### src/rtl/vga_sync_gen_pkg.sv
// rtl/vga_sync_gen_pkg.sv - shared VGA 640x480@60 timing constants and decode helpers
//
// Default raster timing, derived totals and sync-window bounds. Overlay and
// sprite stages that need screen dimensions import this package too.
// No ports.

package vga_sync_gen_pkg;

  // Counter width used for pixel_x / pixel_y; enough for 800 x 525.
  localparam int CNT_W = 10;

  localparam int DEF_CLK_DIV   = 4;

  localparam int DEF_H_VISIBLE = 640;
  localparam int DEF_H_FP      = 16;
  localparam int DEF_H_SYNC    = 96;
  localparam int DEF_H_BP      = 48;

  localparam int DEF_V_VISIBLE = 480;
  localparam int DEF_V_FP      = 10;
  localparam int DEF_V_SYNC    = 2;
  localparam int DEF_V_BP      = 33;

  localparam int DEF_H_TOTAL   = DEF_H_VISIBLE + DEF_H_FP + DEF_H_SYNC + DEF_H_BP;  // 800
  localparam int DEF_V_TOTAL   = DEF_V_VISIBLE + DEF_V_FP + DEF_V_SYNC + DEF_V_BP;  // 525

  localparam int DEF_H_SYNC_START = DEF_H_VISIBLE + DEF_H_FP;                       // 656
  localparam int DEF_H_SYNC_END   = DEF_H_SYNC_START + DEF_H_SYNC;                  // 752 (exclusive)
  localparam int DEF_V_SYNC_START = DEF_V_VISIBLE + DEF_V_FP;                       // 490
  localparam int DEF_V_SYNC_END   = DEF_V_SYNC_START + DEF_V_SYNC;                  // 492 (exclusive)

  // Half-open window test: lo <= pos < hi.
  function automatic logic in_window(input logic [CNT_W-1:0] pos, input int lo, input int hi);
    return (int'(pos) >= lo) && (int'(pos) < hi);
  endfunction

endpackage

### src/rtl/pixel_tick_gen.sv
// rtl/pixel_tick_gen.sv - pixel clock-enable divider for the VGA raster generator
//
// Ports:
//   clk        in   system clock
//   reset_n    in   asynchronous active-low reset
//   pixel_tick out  registered one-clk pulse, once every CLK_DIV clks
//   tick_pre   out  combinational terminal-count flag; high in the clk whose
//                   closing edge raises pixel_tick, so the raster counters can
//                   move on that same edge and stay coincident with the tick

module pixel_tick_gen #(
  parameter int CLK_DIV = 4
) (
  input  logic clk,
  input  logic reset_n,
  output logic pixel_tick,
  output logic tick_pre
);

  // A width of at least one bit keeps CLK_DIV=1 legal; div then sits at 0
  // and tick_pre is permanently high.
  localparam int DIV_W = (CLK_DIV > 1) ? $clog2(CLK_DIV) : 1;
  localparam logic [DIV_W-1:0] DIV_LAST = DIV_W'(CLK_DIV - 1);

  logic [DIV_W-1:0] div;

  assign tick_pre = (div == DIV_LAST);

  always_ff @(posedge clk or negedge reset_n) begin
    if (!reset_n) begin
      div        <= '0;
      pixel_tick <= 1'b0;
    end else begin
      pixel_tick <= tick_pre;
      if (tick_pre) begin
        div <= '0;
      end else begin
        div <= div + 1'b1;
      end
    end
  end

endmodule

### src/rtl/vga_sync_gen.sv
// rtl/vga_sync_gen.sv - VGA raster timing: pixel tick, pixel_x/pixel_y, hsync/vsync, video_on
//
// Optional feature macro: VGA_SYNC_DELAY_EN
//   defined   : hsync/vsync/video_on lag pixel_x/pixel_y by one pixel through an
//               extra tick-enabled register stage (for a registered RGB stage)
//   undefined : hsync/vsync/video_on change in the same clk as pixel_x/pixel_y
//
// Ports:
//   clk          in   system clock
//   reset_n      in   asynchronous active-low reset
//   pixel_tick   out  one-clk pulse every CLK_DIV clks
//   pixel_x      out  horizontal count 0..H_TOTAL-1
//   pixel_y      out  vertical count 0..V_TOTAL-1
//   hsync        out  horizontal sync, active-low
//   vsync        out  vertical sync, active-low
//   video_on     out  high inside the visible area
//   frame_start  out  one-clk pulse with the tick that wraps to (0,0)

import vga_sync_gen_pkg::*;

module vga_sync_gen #(
  parameter int CLK_DIV   = DEF_CLK_DIV,
  parameter int H_VISIBLE = DEF_H_VISIBLE,
  parameter int H_FP      = DEF_H_FP,
  parameter int H_SYNC    = DEF_H_SYNC,
  parameter int H_BP      = DEF_H_BP,
  parameter int V_VISIBLE = DEF_V_VISIBLE,
  parameter int V_FP      = DEF_V_FP,
  parameter int V_SYNC    = DEF_V_SYNC,
  parameter int V_BP      = DEF_V_BP
) (
  input  logic             clk,
  input  logic             reset_n,
  output logic             pixel_tick,
  output logic [CNT_W-1:0] pixel_x,
  output logic [CNT_W-1:0] pixel_y,
  output logic             hsync,
  output logic             vsync,
  output logic             video_on,
  output logic             frame_start
);

  localparam int H_TOTAL      = H_VISIBLE + H_FP + H_SYNC + H_BP;
  localparam int V_TOTAL      = V_VISIBLE + V_FP + V_SYNC + V_BP;
  localparam int H_SYNC_START = H_VISIBLE + H_FP;
  localparam int H_SYNC_END   = H_SYNC_START + H_SYNC;
  localparam int V_SYNC_START = V_VISIBLE + V_FP;
  localparam int V_SYNC_END   = V_SYNC_START + V_SYNC;

  localparam logic [CNT_W-1:0] H_LAST = CNT_W'(H_TOTAL - 1);
  localparam logic [CNT_W-1:0] V_LAST = CNT_W'(V_TOTAL - 1);

  logic             tick_pre;
  logic [CNT_W-1:0] x_next;
  logic [CNT_W-1:0] y_next;
  logic             frame_wrap;
  logic             hsync_a;
  logic             vsync_a;
  logic             video_on_a;

  pixel_tick_gen #(
    .CLK_DIV (CLK_DIV)
  ) u_pixel_tick_gen (
    .clk        (clk),
    .reset_n    (reset_n),
    .pixel_tick (pixel_tick),
    .tick_pre   (tick_pre)
  );

  // Next-state raster position. Counters move on the edge that raises
  // pixel_tick, so a tick and the position it produced are seen together.
  always_comb begin
    x_next     = pixel_x;
    y_next     = pixel_y;
    frame_wrap = 1'b0;
    if (tick_pre) begin
      if (pixel_x == H_LAST) begin
        x_next = '0;
        if (pixel_y == V_LAST) begin
          y_next     = '0;
          frame_wrap = 1'b1;
        end else begin
          y_next = pixel_y + 1'b1;
        end
      end else begin
        x_next = pixel_x + 1'b1;
      end
    end
  end

  // Sync/blank flags are decoded from the next-state position and registered
  // alongside the counters: zero skew to pixel_x/pixel_y and glitch-free.
  always_ff @(posedge clk or negedge reset_n) begin
    if (!reset_n) begin
      pixel_x     <= '0;
      pixel_y     <= '0;
      hsync_a     <= 1'b1;
      vsync_a     <= 1'b1;
      video_on_a  <= 1'b1;
      frame_start <= 1'b0;
    end else begin
      pixel_x     <= x_next;
      pixel_y     <= y_next;
      hsync_a     <= ~in_window(x_next, H_SYNC_START, H_SYNC_END);
      vsync_a     <= ~in_window(y_next, V_SYNC_START, V_SYNC_END);
      video_on_a  <= in_window(x_next, 0, H_VISIBLE) & in_window(y_next, 0, V_VISIBLE);
      frame_start <= frame_wrap;
    end
  end

`ifdef VGA_SYNC_DELAY_EN
  logic hsync_d;
  logic vsync_d;
  logic video_on_d;

  // One pixel of lag: loads on the same edge the counters advance, so the
  // delayed flags always describe the previous pixel position.
  always_ff @(posedge clk or negedge reset_n) begin
    if (!reset_n) begin
      hsync_d    <= 1'b1;
      vsync_d    <= 1'b1;
      video_on_d <= 1'b1;
    end else if (tick_pre) begin
      hsync_d    <= hsync_a;
      vsync_d    <= vsync_a;
      video_on_d <= video_on_a;
    end
  end

  assign hsync    = hsync_d;
  assign vsync    = vsync_d;
  assign video_on = video_on_d;
`else
  assign hsync    = hsync_a;
  assign vsync    = vsync_a;
  assign video_on = video_on_a;
`endif

endmodule

### config.mk
export PLATFORM = sky130hd
export DESIGN_NAME = vga_sync_gen
export DESIGN_NICKNAME = d
export VERILOG_FILES = /design/src/rtl/vga_sync_gen_pkg.sv /design/src/rtl/pixel_tick_gen.sv /design/src/rtl/vga_sync_gen.sv
export SDC_FILE = /design/constraint.sdc
export NUM_CORES = 1
export LEC_CHECK = 0
export ABC_CLOCK_PERIOD_IN_PS = 1900
export BUFFER_PORTS_ARGS = -buffer_cell sky130_fd_sc_hd__buf_2
export CORE_MARGIN = 3
export CORE_UTILIZATION = 35
export DETAILED_ROUTE_END_ITERATION = 12
export GPL_TIMING_DRIVEN = 0
export PLACE_DENSITY_LB_ADDON = 0.05
export SYNTH_ARGS = -nofsm -noshare
export SYNTH_HDL_FRONTEND = slang
export SYNTH_HIERARCHICAL = 1
export SYNTH_SLANG_ARGS = --single-unit
### constraint.sdc
create_clock -name clk -period 1.9 [get_ports clk]
set_clock_uncertainty 0.05 [all_clocks]
set_input_delay 0.095 -clock clk [delete_from_list [all_inputs] [get_ports clk]]
set_output_delay 0.095 -clock clk [all_outputs]
set_load 0.005 [all_outputs]
Word-level counts from Yosys, hierarchy flattened

Index checks and enable logic that the tools add are counted.
Widths: inputs -> output; s select.

Mux-type cells: 9
Equal/unequal tests: 3
$lt $le $gt $ge: 6
Multipliers: 0
Div/mod/pow operators: 0
Bitwise logic cells: 3
Reduce and logical (&&, ||, !) cells: 2
Add/sub/neg operators: 3
Shift-type cells: 0

Operators with widths:

| operator              | number |
|---|---|
| $mux 10               | 5 |
| $add 10x1->10 const B | 2 |
| $eq 10x10->1 const B  | 2 |
| $lt 10x10->1 const B  | 2 |
| $lt 10x9->1 const B   | 2 |
| $ge 10x10->1 const B  | 1 |
| $ge 10x9->1 const B   | 1 |
| $mux 1                | 3 |
| $add 2x1->2 const B   | 1 |
| $eq 2x2->1 const B    | 1 |
| $logic_and 1x1->1     | 2 |
| $mux 2                | 1 |
| $not 1->1             | 2 |
| $and 1x1->1           | 1 |

Bits in latches: 0
Bits in writable memories: 0
ROM bits: 0
Input port bits: 2
Memories: 0
Bits in registers: 27
Output and inout port bits: 25

Depth between registers and ports, before layout

Depth in word-level cells: 7
Mapped depth: 8

Hierarchy

The synthesis kept the hierarchy.

By module, submodules not included:

| module         | area an instance (µm²) | cells an instance | instances |
|---|---|---|---|
| vga_sync_gen   | 1310.0                 | 132               | 1 |
| pixel_tick_gen | 91.3                   | 5                 | 1 |

Worst setup path before layout

No wires, ideal clock.

Kind: register to register
From: reg u_pixel_tick_gen.div[0]
To: reg vsync_a, in the netlist vsync
Cell stages (with the launch flop): 8
Arrival time: 1.967 ns
Setup slack: -0.205 ns
Library setup time: 0.088 ns
Cells stage by stage: dfrtp_1 -> ha_1 -> and2_1 -> nand4_2 -> nor4_2 -> xnor2_1 -> nand4_1 -> or3_1

Word-level cells in the longest chain between the ends: 5

Ends and longest elaborated chain:

| item                                              | line                   | source |
|---|---|---|
| start: declaration                                | pixel_tick_gen.sv:25   | `logic [DIV_W-1:0] div;` |
| start signal: assignment                          | pixel_tick_gen.sv:38   | `div <= div + 1'b1;` |
| $eq 2x2->1 *                                      | pixel_tick_gen.sv:27   | `assign tick_pre = (div == DIV_LAST);` |
| net tick_pre                                      | vga_sync_gen.sv:53     | `logic tick_pre;` |
| $mux 10 *                                         | vga_sync_gen.sv:76     | `if (tick_pre) begin` |
| $ge 10x9->1 / $lt 10x9->1 (equally long branches) | vga_sync_gen_pkg.sv:34 | `return (int'(pos) >= lo) && (int'(pos) < hi);` |
| $logic_and 1x1->1 *                               | vga_sync_gen_pkg.sv:34 |  |
| $not 1->1 *                                       | vga_sync_gen.sv:105    | `vsync_a <= ~in_window(y_next, V_SYNC_START, V_SYNC_END);` |
| end signal: assignment                            | vga_sync_gen.sv:105    |  |
| end: declaration                                  | vga_sync_gen.sv:58     | `logic vsync_a;` |

The timed path passes the listed nets; every way through them passes the cells marked *.

Worst setup path after layout

From: reg pixel_x[7]
To: reg vsync_a, in the netlist vsync

Word-level cells in the longest chain between the ends: 6

Ends and longest elaborated chain:

| item                                              | line                   | source |
|---|---|---|
| start: declaration                                | vga_sync_gen.sv:35     | `output logic [CNT_W-1:0] pixel_x,` |
| start signal: assignment                          | vga_sync_gen.sv:102    | `pixel_x <= x_next;` |
| $eq 10x10->1 *                                    | vga_sync_gen.sv:77     | `if (pixel_x == H_LAST) begin` |
| $mux 10 *                                         | vga_sync_gen.sv:77     |  |
| $mux 10 *                                         | vga_sync_gen.sv:76     |  |
| net y_next[8]                                     | vga_sync_gen.sv:55     | `logic [CNT_W-1:0] y_next;` |
| $ge 10x9->1 / $lt 10x9->1 (equally long branches) | vga_sync_gen_pkg.sv:34 |  |
| $logic_and 1x1->1 *                               | vga_sync_gen_pkg.sv:34 |  |
| $not 1->1 *                                       | vga_sync_gen.sv:105    |  |

Marks and branches as above.

==> flow_metrics.py <==
metrics = {
    "pwr": {
        "power_density_nw_per_um2": 502.9,
        "vdd_drop_max_v": 0.0002693,
        "p_total_w": 0.0009143,
        "p_leak_nw": 0.8277,
    },
    "cts": {
        "cts_tree": "yes",
        "clk_pin_slew_ns": 0.09,
        "h-tree-depth": 1,
        "root_buffer": "clkbuf_8",
        "cts-buffers-inserted": 3,
        "clk-insertion-delay-late_ns": 0.27,
        "numClockSinks": 27,
        "cts_buffer_depth": 2,
    },
    "critical_path": {
        "critPathKind": "register to register",
        "crit_fanout": 6,
        "path_cells": "nor4b_4 > nand4_4 > nor3_4 > xor2_2 > nand4_1 > or3_1",
        "max_stage_delay_ns": 0.44,
        "critPathArrivalTime_ns": 2.19,
        "crit_slowest_cell": "dfrtp_2",
        "crit_buf_inv": 0,
        "required_ns": 2.05,
        "critPathTopFamily": "simple AND/OR/NAND/NOR gates",
        "start_kind": "register",
        "end_kind": "register",
    },
    "placed_design": {
        "dpl_cell_area_um2": 1608,
        "gp_congestion": 0.7650,
        "portBuffers": 26,
        "dp_hpwl_um": 2138,
    },
    "timing": {
        "setup_viol_count_final": 3,
        "period_minus_slack_ns": 2.042,
        "slew_headroom_pct": 60.08,
        "final_hold_viol_count": 0,
        "hold_slack_ns": 0.3140,
        "setup_ws_ns": -0.1416,
        "tightest_slew_ns": 0.5988,
        "tns_ns": -0.3047,
        "slew_violations": 0,
        "fin_crit_sh_pct": 107.5,
        "rsz0062_at_grt": "yes",
        "max_freq_mhz": 489.8,
    },
    "floorplanning": {
        "die_width_um": 69.28,
        "io_pins": 27,
        "num_rows": 22,
        "initial_utilization_pct": 37.16,
        "die_area_um2": 4799,
        "die_y_um": 69.28,
        "core_area_um2": 3771,
    },
    "finish": {
        "num-nets-final": 185,
        "drive_gt1_share_pct": 36.52,
        "fin_area_um2": 1818,
        "n_antenna_cell": 0,
        "area_growth_pct": 29.73,
        "seqCellArea_um2": 684.4,
        "fill_cells": 373,
        "multiInputGateArea_um2": 767.0,
    },
    "synth": {
        "ys_seq_area_share_pct": 48.48,
        "synth-async-reset-ratio_pct": 100.0,
        "syn-cell-area_um2": 1401,
        "yosys.area.top_type": "dfrtp_1",
        "synthCells": 137,
        "ys_seq_elements": 27,
        "yosysUniqueCellTypes": 38,
        "synth_top_area_share_pct": 42.86,
        "synth-edff-count": 0,
        "synth_most_common_cell": "dfrtp_1",
        "syn-num-nets": 143,
        "yosys_most_used_dff": "dfrtp_1",
        "yosys_warnings": 6,
        "avgSynthCellArea_um2": 10.23,
        "synthTopCellsByCount": "24 x dfrtp_1, 17 x nand2_1, 11 x nor2_1, 9 x o21ai_0, 8 x nand3_1",
        "synthTopCellsByArea": "dfrtp_1 43%, dfstp_2 5.6%, nand2_1 4.6%, xnor2_1 3.8%, ha_1 3.6%",
    },
    "routing": {
        "drtPass1Iterations": 4,
        "route.antenna.remaining_nets": 0,
        "wl_per_cell_um": 13.44,
        "first_iter_violations": 25,
        "vias": 1163,
        "vias_per_cell": 5.146,
        "drcViolationCount": 0,
        "wirelength_um": 3037,
    },
    "status": {
        "outcome": "finished, violations left",
        "violations": "negative setup slack",
    },
    "grt": {
        "grtUsageTotal_pct": 13.63,
        "grt_pass1_wl_um": 5361,
        "antenna_found_initial": 0,
        "grt.overflow.total": 0,
        "grt_pass1_vias": 1102,
        "grt_max_degree": 28,
    },
    "run": {
        "cap_viol_max_count": 0,
    },
    "min_path": {
        "worstHoldPathType": "input pin to asynchronous set/reset pin",
    },
}
-- kinds of logic (layout without fill, tap and decap cells) --
kind of cell | count (synthesis) | count (layout) | share of synthesized area, %
buffers and inverters | 8 | 49 | 3.036
flip-flops | 27 | 27 | 48.48
AND/OR/NAND/NOR | 64 | 64 | 26.16
adder cells (fa/ha/maj) | 4 | 4 | 3.572
XOR/XNOR | 11 | 11 | 7.947
AO/OA/AOI/OAI | 20 | 20 | 8.660
multiplexers | 3 | 3 | 2.143
-- timing repair --
action	in CTS	in global routing
buffers inserted	8	4
gates cloned	0	0
hold buffers	1	0
endpoints found under the hold margin	24	0
endpoints found under the setup margin	4	9
pin swaps	4	8
resized for setup	9	13
-- worst paths after layout --
check                      slack, ns  cells after the start                         startpoint                           endpoint
setup / recovery               -0.14                      6               pixel_x[7]$_DFF_PN0_                    vsync$_DFF_PN1_
hold / removal                  0.31                      2                            reset_n               pixel_x[7]$_DFF_PN0_
setup reg to reg               -0.14                      6               pixel_x[7]$_DFF_PN0_                    vsync$_DFF_PN1_
hold reg to reg                 0.44                      1  u_pixel_tick_gen/div[0]$_DFF_PN0_  u_pixel_tick_gen/div[0]$_DFF_PN0_
max in group asynchronous       1.06                      2                            reset_n               pixel_y[2]$_DFF_PN0_
min in group clk                0.44                      1  u_pixel_tick_gen/div[0]$_DFF_PN0_  u_pixel_tick_gen/div[0]$_DFF_PN0_
-- stage by stage --
stage          std cells  setup WS [ns]  util (%)
2_1_floorplan        137       -0.08524         -
3_3_place_gp         211        -0.3289     42.63
3_5_place_dp         211        -0.3214     42.63
4_1_cts              223        -0.1616     46.35
5_1_grt              226        -0.2952     48.21
6_report             226        -0.1416     48.21
-- area by class of cell --
| cell class | instances | share of cell area (%) |
|---|---|---|
| inverters | 3 | 0.6194 |
| repair buffers | 39 | 13.08 |
| well taps | 48 | 3.304 |
| multi-input cells | 102 | 42.19 |
| flip-flops and latches | 27 | 37.65 |
| clock buffers | 4 | 2.478 |
| plain buffers | 3 | 0.6882 |
-- power by group --
| group | switching, W | leakage (nW) | internal [W] | total [W] |
|---|---|---|---|---|
| combinational | 0.0000109 | 0.459 | 0.00000207 | 0.0000130 |
| clock | 0.000177 | 0.0228 | 0.000150 | 0.000327 |
| sequential | 0 | 0.346 | 0.000574 | 0.000574 |
-- flip-flops by register name, summed over array words and instances (netlist names) --
name / count
u_pixel_tick_gen/div: 2
hsync: 1
u_pixel_tick_gen/pixel_tick: 1
frame_start: 1
vsync: 1
video_on: 1
pixel_y: 10
pixel_x: 10
-- layout by cell type (no fill, tap or decap), types with 3 or more instances in the layout --
cell / synthesis / routed
o21ai_0: 9 / 8
nor3_1: 4 / 4
mux2i_1: 3 / 3
xnor2_1: 6 / 6
inv_1: 3 / 3
nor2_1: 11 / 10
dfrtp_1: 24 / 20
nand4_1: 6 / 6
buf_2: 0 / 27
dfrtp_2: 0 / 4
dfstp_2: 3 / 3
xor2_1: 3 / 3
buf_4: 1 / 10
clkbuf_8: 0 / 3
nand3_1: 8 / 7
nand2_1: 17 / 17
clkbuf_1: 3 / 3
-- layer usage --
layer  share of wire (%)  GRT usage (%)  up-vias
met5                   0              0        -
met4                 1.0          4.555        0
met3                 4.1          3.333        4
met2                  45          21.29       28
met1                  50          18.46      555
li1                    -              -      576
Power figures use the tool's default switching activity.
